$ cat src/rtl/mult_result_buffer.sv
// mult_result_buffer: in-order circular buffer between the last multiplier
// stage and the CDB arbiter. Results are held with their branch masks so that
// mispredict recovery can kill them and branch-correct can clear mask bits.
// Killed entries stay in the buffer as dead slots and retire one per cycle
// without asking for the CDB.
//
// Optional build macro: MULT_BUF_BYPASS_EN. When it is defined, a result that
// arrives while the buffer is empty is offered on the CDB in the same cycle
// and is not stored if the arbiter grants it immediately.

`ifndef STACK_NUM
`define STACK_NUM 4
`endif
`ifndef N_ENTRY_ROB
`define N_ENTRY_ROB 32
`endif

module mult_result_buffer #(
    parameter int DEPTH    = 4,
    parameter int B_MASK_W = `STACK_NUM,
    parameter int TAG_W    = $clog2(`N_ENTRY_ROB + 33),
    parameter int BA_W     = (B_MASK_W > 1) ? $clog2(B_MASK_W) : 1,
    parameter int CNT_W    = $clog2(DEPTH + 1)
) (
    input  logic                clock,
    input  logic                reset_n,
    input  logic                in_valid,
    input  logic [63:0]         in_product,
    input  logic [63:0]         in_npc,
    input  logic [31:0]         in_ir,
    input  logic [TAG_W-1:0]    in_dest_tag,
    input  logic [B_MASK_W-1:0] in_b_mask,
    input  logic                recovery_request,
    input  logic [B_MASK_W-1:0] recovery_b_mask,
    input  logic                br_correct,
    input  logic [BA_W-1:0]     br_correct_address,
    input  logic                cdb_grant,
    output logic                cdb_req,
    output logic [63:0]         cdb_value,
    output logic [63:0]         cdb_npc,
    output logic [31:0]         cdb_ir,
    output logic [TAG_W-1:0]    cdb_dest_tag,
    output logic [B_MASK_W-1:0] cdb_b_mask,
    output logic [CNT_W-1:0]    count,
    output logic                overflow
);

    localparam int PTR_W = (DEPTH > 1) ? $clog2(DEPTH) : 1;

    logic [DEPTH-1:0]    occ_q;
    logic [DEPTH-1:0]    live_q;
    logic [63:0]         product_q [DEPTH];
    logic [63:0]         npc_q     [DEPTH];
    logic [31:0]         ir_q      [DEPTH];
    logic [TAG_W-1:0]    tag_q     [DEPTH];
    logic [B_MASK_W-1:0] b_mask_q  [DEPTH];
    logic [PTR_W-1:0]    head_q;
    logic [PTR_W-1:0]    tail_q;
    logic [CNT_W-1:0]    count_q;
    logic                overflow_q;

    logic [B_MASK_W-1:0] clr_mask;
    logic                head_req;
    logic                head_pop;
    logic                in_hit;
    logic                full;
    logic                push;
    logic                ovf_set;
    logic                bypass_act;
    logic                bypass_take;

    function automatic logic squash_hit(input logic                rec,
                                        input logic [B_MASK_W-1:0] rec_mask,
                                        input logic [B_MASK_W-1:0] m);
        return rec & (|(m & rec_mask));
    endfunction

    // Head request, pop/push decisions and the branch-correct clear mask
    always_comb begin
        clr_mask = '1;
        if (br_correct)
            clr_mask[br_correct_address] = 1'b0;

        in_hit   = squash_hit(recovery_request, recovery_b_mask, in_b_mask);
        full     = (count_q == CNT_W'(DEPTH));
        head_req = occ_q[head_q] & live_q[head_q]
                 & ~squash_hit(recovery_request, recovery_b_mask, b_mask_q[head_q]);
        // Dead head slots retire on their own; live ones only on a grant
        head_pop = occ_q[head_q] & (~live_q[head_q] | (head_req & cdb_grant));

`ifdef MULT_BUF_BYPASS_EN
        bypass_act  = (count_q == '0) & in_valid & ~in_hit;
        bypass_take = bypass_act & cdb_grant;
`else
        bypass_act  = 1'b0;
        bypass_take = 1'b0;
`endif

        push    = in_valid & ~in_hit & (~full | head_pop) & ~bypass_take;
        ovf_set = in_valid & full & ~head_pop;
    end

    // CDB-facing outputs: stored head, or the incoming result when bypassing
    always_comb begin
        cdb_req      = head_req | bypass_act;
        cdb_value    = product_q[head_q];
        cdb_npc      = npc_q[head_q];
        cdb_ir       = ir_q[head_q];
        cdb_dest_tag = tag_q[head_q];
        cdb_b_mask   = b_mask_q[head_q] & clr_mask;
        if (bypass_act) begin
            cdb_value    = in_product;
            cdb_npc      = in_npc;
            cdb_ir       = in_ir;
            cdb_dest_tag = in_dest_tag;
            cdb_b_mask   = in_b_mask & clr_mask;
        end
    end

    // Slot status, pointers, occupancy and the sticky overflow flag
    always_ff @(posedge clock or negedge reset_n) begin
        if (!reset_n) begin
            occ_q      <= '0;
            live_q     <= '0;
            head_q     <= '0;
            tail_q     <= '0;
            count_q    <= '0;
            overflow_q <= 1'b0;
        end else begin
            for (int unsigned i = 0; i < DEPTH; i++) begin
                if (squash_hit(recovery_request, recovery_b_mask, b_mask_q[i]))
                    live_q[i] <= 1'b0;
            end
            // Pop before push so a full-buffer push may reuse the freed head slot
            if (head_pop) begin
                occ_q[head_q]  <= 1'b0;
                live_q[head_q] <= 1'b0;
                head_q         <= head_q + PTR_W'(1);
            end
            if (push) begin
                occ_q[tail_q]  <= 1'b1;
                live_q[tail_q] <= 1'b1;
                tail_q         <= tail_q + PTR_W'(1);
            end
            count_q <= count_q + CNT_W'(push) - CNT_W'(head_pop);
            if (ovf_set)
                overflow_q <= 1'b1;
        end
    end

    // Payload storage; branch-correct clears the resolved bit in every mask
    always_ff @(posedge clock) begin
        for (int unsigned i = 0; i < DEPTH; i++)
            b_mask_q[i] <= b_mask_q[i] & clr_mask;
        if (push) begin
            product_q[tail_q] <= in_product;
            npc_q[tail_q]     <= in_npc;
            ir_q[tail_q]      <= in_ir;
            tag_q[tail_q]     <= in_dest_tag;
            b_mask_q[tail_q]  <= in_b_mask & clr_mask;
        end
    end

    assign count    = count_q;
    assign overflow = overflow_q;

endmodule

$ cat config.mk
export PLATFORM = sky130hd
export DESIGN_NAME = mult_result_buffer
export DESIGN_NICKNAME = d
export VERILOG_FILES = /design/src/rtl/mult_result_buffer.sv
export SDC_FILE = /design/constraint.sdc
export NUM_CORES = 1
export LEC_CHECK = 0
export ABC_AREA = 1
export ABC_CLOCK_PERIOD_IN_PS = 4910
export CAP_MARGIN = 20
export CORE_AREA = 2 2 311 313
export DETAILED_ROUTE_END_ITERATION = 10
export DIE_AREA = 0 0 313 315
export PLACE_DENSITY_LB_ADDON = 0.05
export SKIP_LAST_GASP = 1
export SYNTH_ARGS = -nofsm -noshare
export SYNTH_HDL_FRONTEND = slang
export SYNTH_SLANG_ARGS = --single-unit
$ cat constraint.sdc
create_clock -name clock -period 4.91 [get_ports clock]
set_clock_uncertainty 0.15 [all_clocks]
set_input_delay 0.982 -clock clock [delete_from_list [all_inputs] [get_ports clock]]
set_output_delay 0.982 -clock clock [all_outputs]
set_load 0.01 [all_outputs]
==> flow_summary_export.csv <==
group,metric,value,unit
run_status,status,"completed",
sta,setup_viol,0,
power,power,21.73,mW
power,p_leak,11.25,nW
route,drtPass1Iterations,5,
sta,hold_viol_final,0,
route,wl,75.73,mm
logic_synthesis,synth_top_area_share,75.72,%
logic_synthesis,synth-compound-area-share,10.68,%
cts,postCtsSetupRepairBufs,0,
cts,tritoncts,"built",
logic_synthesis,yosys-top-cells-area,"edfxtp_1, o21ai_0, nor2_1, o22ai_1, dfrtp_1",
route,viasPerCell,4.565,
floorplanning,ios,359,
critical_path,worst_ep_arrival_time,3.32,ns
critical_path,crit_required,3.78,ns
final_layout,fin_area,0.03432,mm^2
route,drt_iter0_markers,1092,
logic_synthesis,synthMuxAreaShare,0,%
cts,root_buffer,"clkbuf_16",
cts,htreeDepth,3,
cts,cts_buffers,81,
global_route,grt_max_degree,181,
cts,ctsHoldBuffers,0,
sta,fin_setup_tns,0,ns
route,vias,16440,
logic_synthesis,synth_nets,2093,
sta,max_clock_freq,0.2247,GHz
cts,cts_resized,0,
sta,period_needed,4.451,ns
min_path,hold_path_class,"flop to flop",
logic_synthesis,yosys_warnings,0,
critical_path,worstSetupEndpointType,"primary output",
sta,worst_pin_slew,0.9742,ns
logic_synthesis,synth_fa_ha_area_share,0.5479,%
final_layout,fin_util,35.86,%
power,vdd_drop_max,0.3541,mV
floorplanning,initial_core_util,27.68,%
final_layout,final_cell_mix,"edfxtp_1, clkdlybuf4s50_1, nor2_1",
floorplanning,die_y,315,um
critical_path,cp_max_fo,108,
sta,final_min_period_over_clock_period,90.65,%
critical_path,critical_path_class,"flop to primary output",
placed_design,hpwl,44.13,mm
final_layout,drive_gt1_share,7.278,%
global_route,grtUsageTotal,15.04,%
cts,clock_path_buffers,3,
floorplanning,die-area,0.09860,mm^2
route,wl_per_cell,21.04,um
global_route,antenna_found_initial,14,
global_route,overflow,0,
final_layout,area_growth,29.56,%
sta,drv_slew,0,
logic_synthesis,synthSimpleGateAreaFrac,7.680,%
route,drc,0,
logic_synthesis,synth_top_family_by_area,"compound AO/OA/AOI/OAI gates",
floorplanning,row_count,114,
logic_synthesis,avgSynthCellArea,13.95,um^2
final_layout,final_common_cell,"edfxtp_1",
placed_design,numPortBuffers,358,
min_path,holdPathStages,2,
critical_path,r2r_cells,12,
logic_synthesis,netlist_area,0.02649,mm^2
cts,clk-insertion-delay-late,0.63,ns
logic_synthesis,synthDistinctLibCells,31,
sta,maxSlewHeadroom,34.56,%
logic_synthesis,synthCells,1899,
cts,path_clk_slew,0.06,ns
logic_synthesis,yosysSeqAreaShare,78.44,%
route,postRouteAntennaNets,0,
logic_synthesis,ys_ff_latch,700,
critical_path,start_kind,"flop",
floorplanning,core,0.09571,mm^2
run,maxCapViolCount,0,
sta,rsz0062_at_grt,"no",
power,power.density,633.2,mW/mm^2
placed_design,place.gp.congestion,0.7825,
logic_synthesis,yosys.area.top_type,"edfxtp_1",
cts,numClockSinks,700,
final_layout,nets,2452,
global_route,grt_pass1_wl,111.0,mm
placed_design,post_dp_cell_area,0.03169,mm^2
final_layout,fillCellCount,9237,
global_route,grt_pass1_vias,16410,
floorplanning,chipWidth,313,um
logic_synthesis,synth_xor_area_share,0.09919,%
## sequential cells by signal, indices dropped and copies added, names as in the netlist
name,count
occ_q,4
head_q,2
b_mask_q,16
count,3
ir_q,128
overflow,1
product_q,256
live_q,4
tail_q,2
npc_q,256
tag_q,28
## metal layers
layer | track usage (%) | routed length (um)
met5 | 0 | 129
met4 | 3.969 | 1422
met2 | 24.62 | 36350
met1 | 19.60 | 33370
met3 | 4.223 | 4461
## cell usage after synthesis
cell type	n
a21oi_1	3
a22o_1	3
and2_1	1
buf_1	3
buf_2	27
buf_4	1
buf_6	3
buf_8	1
clkbuf_1	84
dfrtp_1	16
dfxtp_1	16
edfxtp_1	668
fa_1	1
ha_1	10
inv_1	41
inv_2	1
nand2_1	97
nand2_2	2
nand2_4	2
nand2_8	1
nand3_1	20
nand3_2	5
nand4_1	17
nor2_1	355
nor3_1	4
o21ai_0	345
o21ai_2	1
o21bai_1	1
o22ai_1	167
xnor2_1	1
xor2_1	2
## final timing paths
| path | start | to | slack [ns] |
|---|---|---|---|
| setup / recovery | head_q[0] | cdb_npc[26] | 0.46 |
| hold / removal | occ_q[0] | occ_q[0] | 0.34 |
| setup reg to reg | head_q[0] | product_q[0][40] | 1.11 |
| hold reg to reg | occ_q[0] | occ_q[0] | 0.34 |
| max in group asynchronous | reset_n | head_q[1] | 3.32 |
| min in group asynchronous | reset_n | count[1] | 0.67 |
## where the power goes
group | internal [mW] | switching, mW
Clock | 3.48 | 2.44
Combinational | 3.21 | 4.82
Sequential | 7.52 | 0.267
## critical path, cell delays in order, from the launching register on
cell and delay [ns]:
dfrtp_4 0.61, inv_8 0.48, buf_4 0.44, o21ai_0 0.13
o22ai_1 0.33, clkdlybuf4s50_1 0.62
## through the flow
| step | setup WS (ns) | hold WS (ns) | instances |
|---|---|---|---|
| floorplan | 0.2678 | 0.3001 | 1899 |
| global placement | 0.8517 | 0.3274 | 3451 |
| detailed placement | 0.8402 | 0.3259 | 3451 |
| CTS | 0.3278 | 0.3410 | 3598 |
| global route | 0.2248 | 0.3491 | 3599 |
| finish | 0.4591 | 0.3418 | 3600 |
## cell families after synthesis
family / Yosys count
DFF: 700
buffers and inverters: 161
and+or+nand+nor: 504
AOI/OAI and AO/OA: 520
adders and majority gates: 11
xor gates and xnor gates: 3
## layout make-up
type | instances | area [um^2] | area share [%]
timing repair buffer | 395 | 4086 | 11.91
sequential | 700 | 20790 | 60.57
tap | 1276 | 1597 | 4.652
clock buffer | 97 | 2087 | 6.081
antenna | 2 | 5.005 | 0.01458
inverter | 42 | 185.2 | 0.5396
multi-input combinational | 1038 | 5039 | 14.68
clock inverter | 50 | 534.3 | 1.557
(Power assumes the default switching activity.)
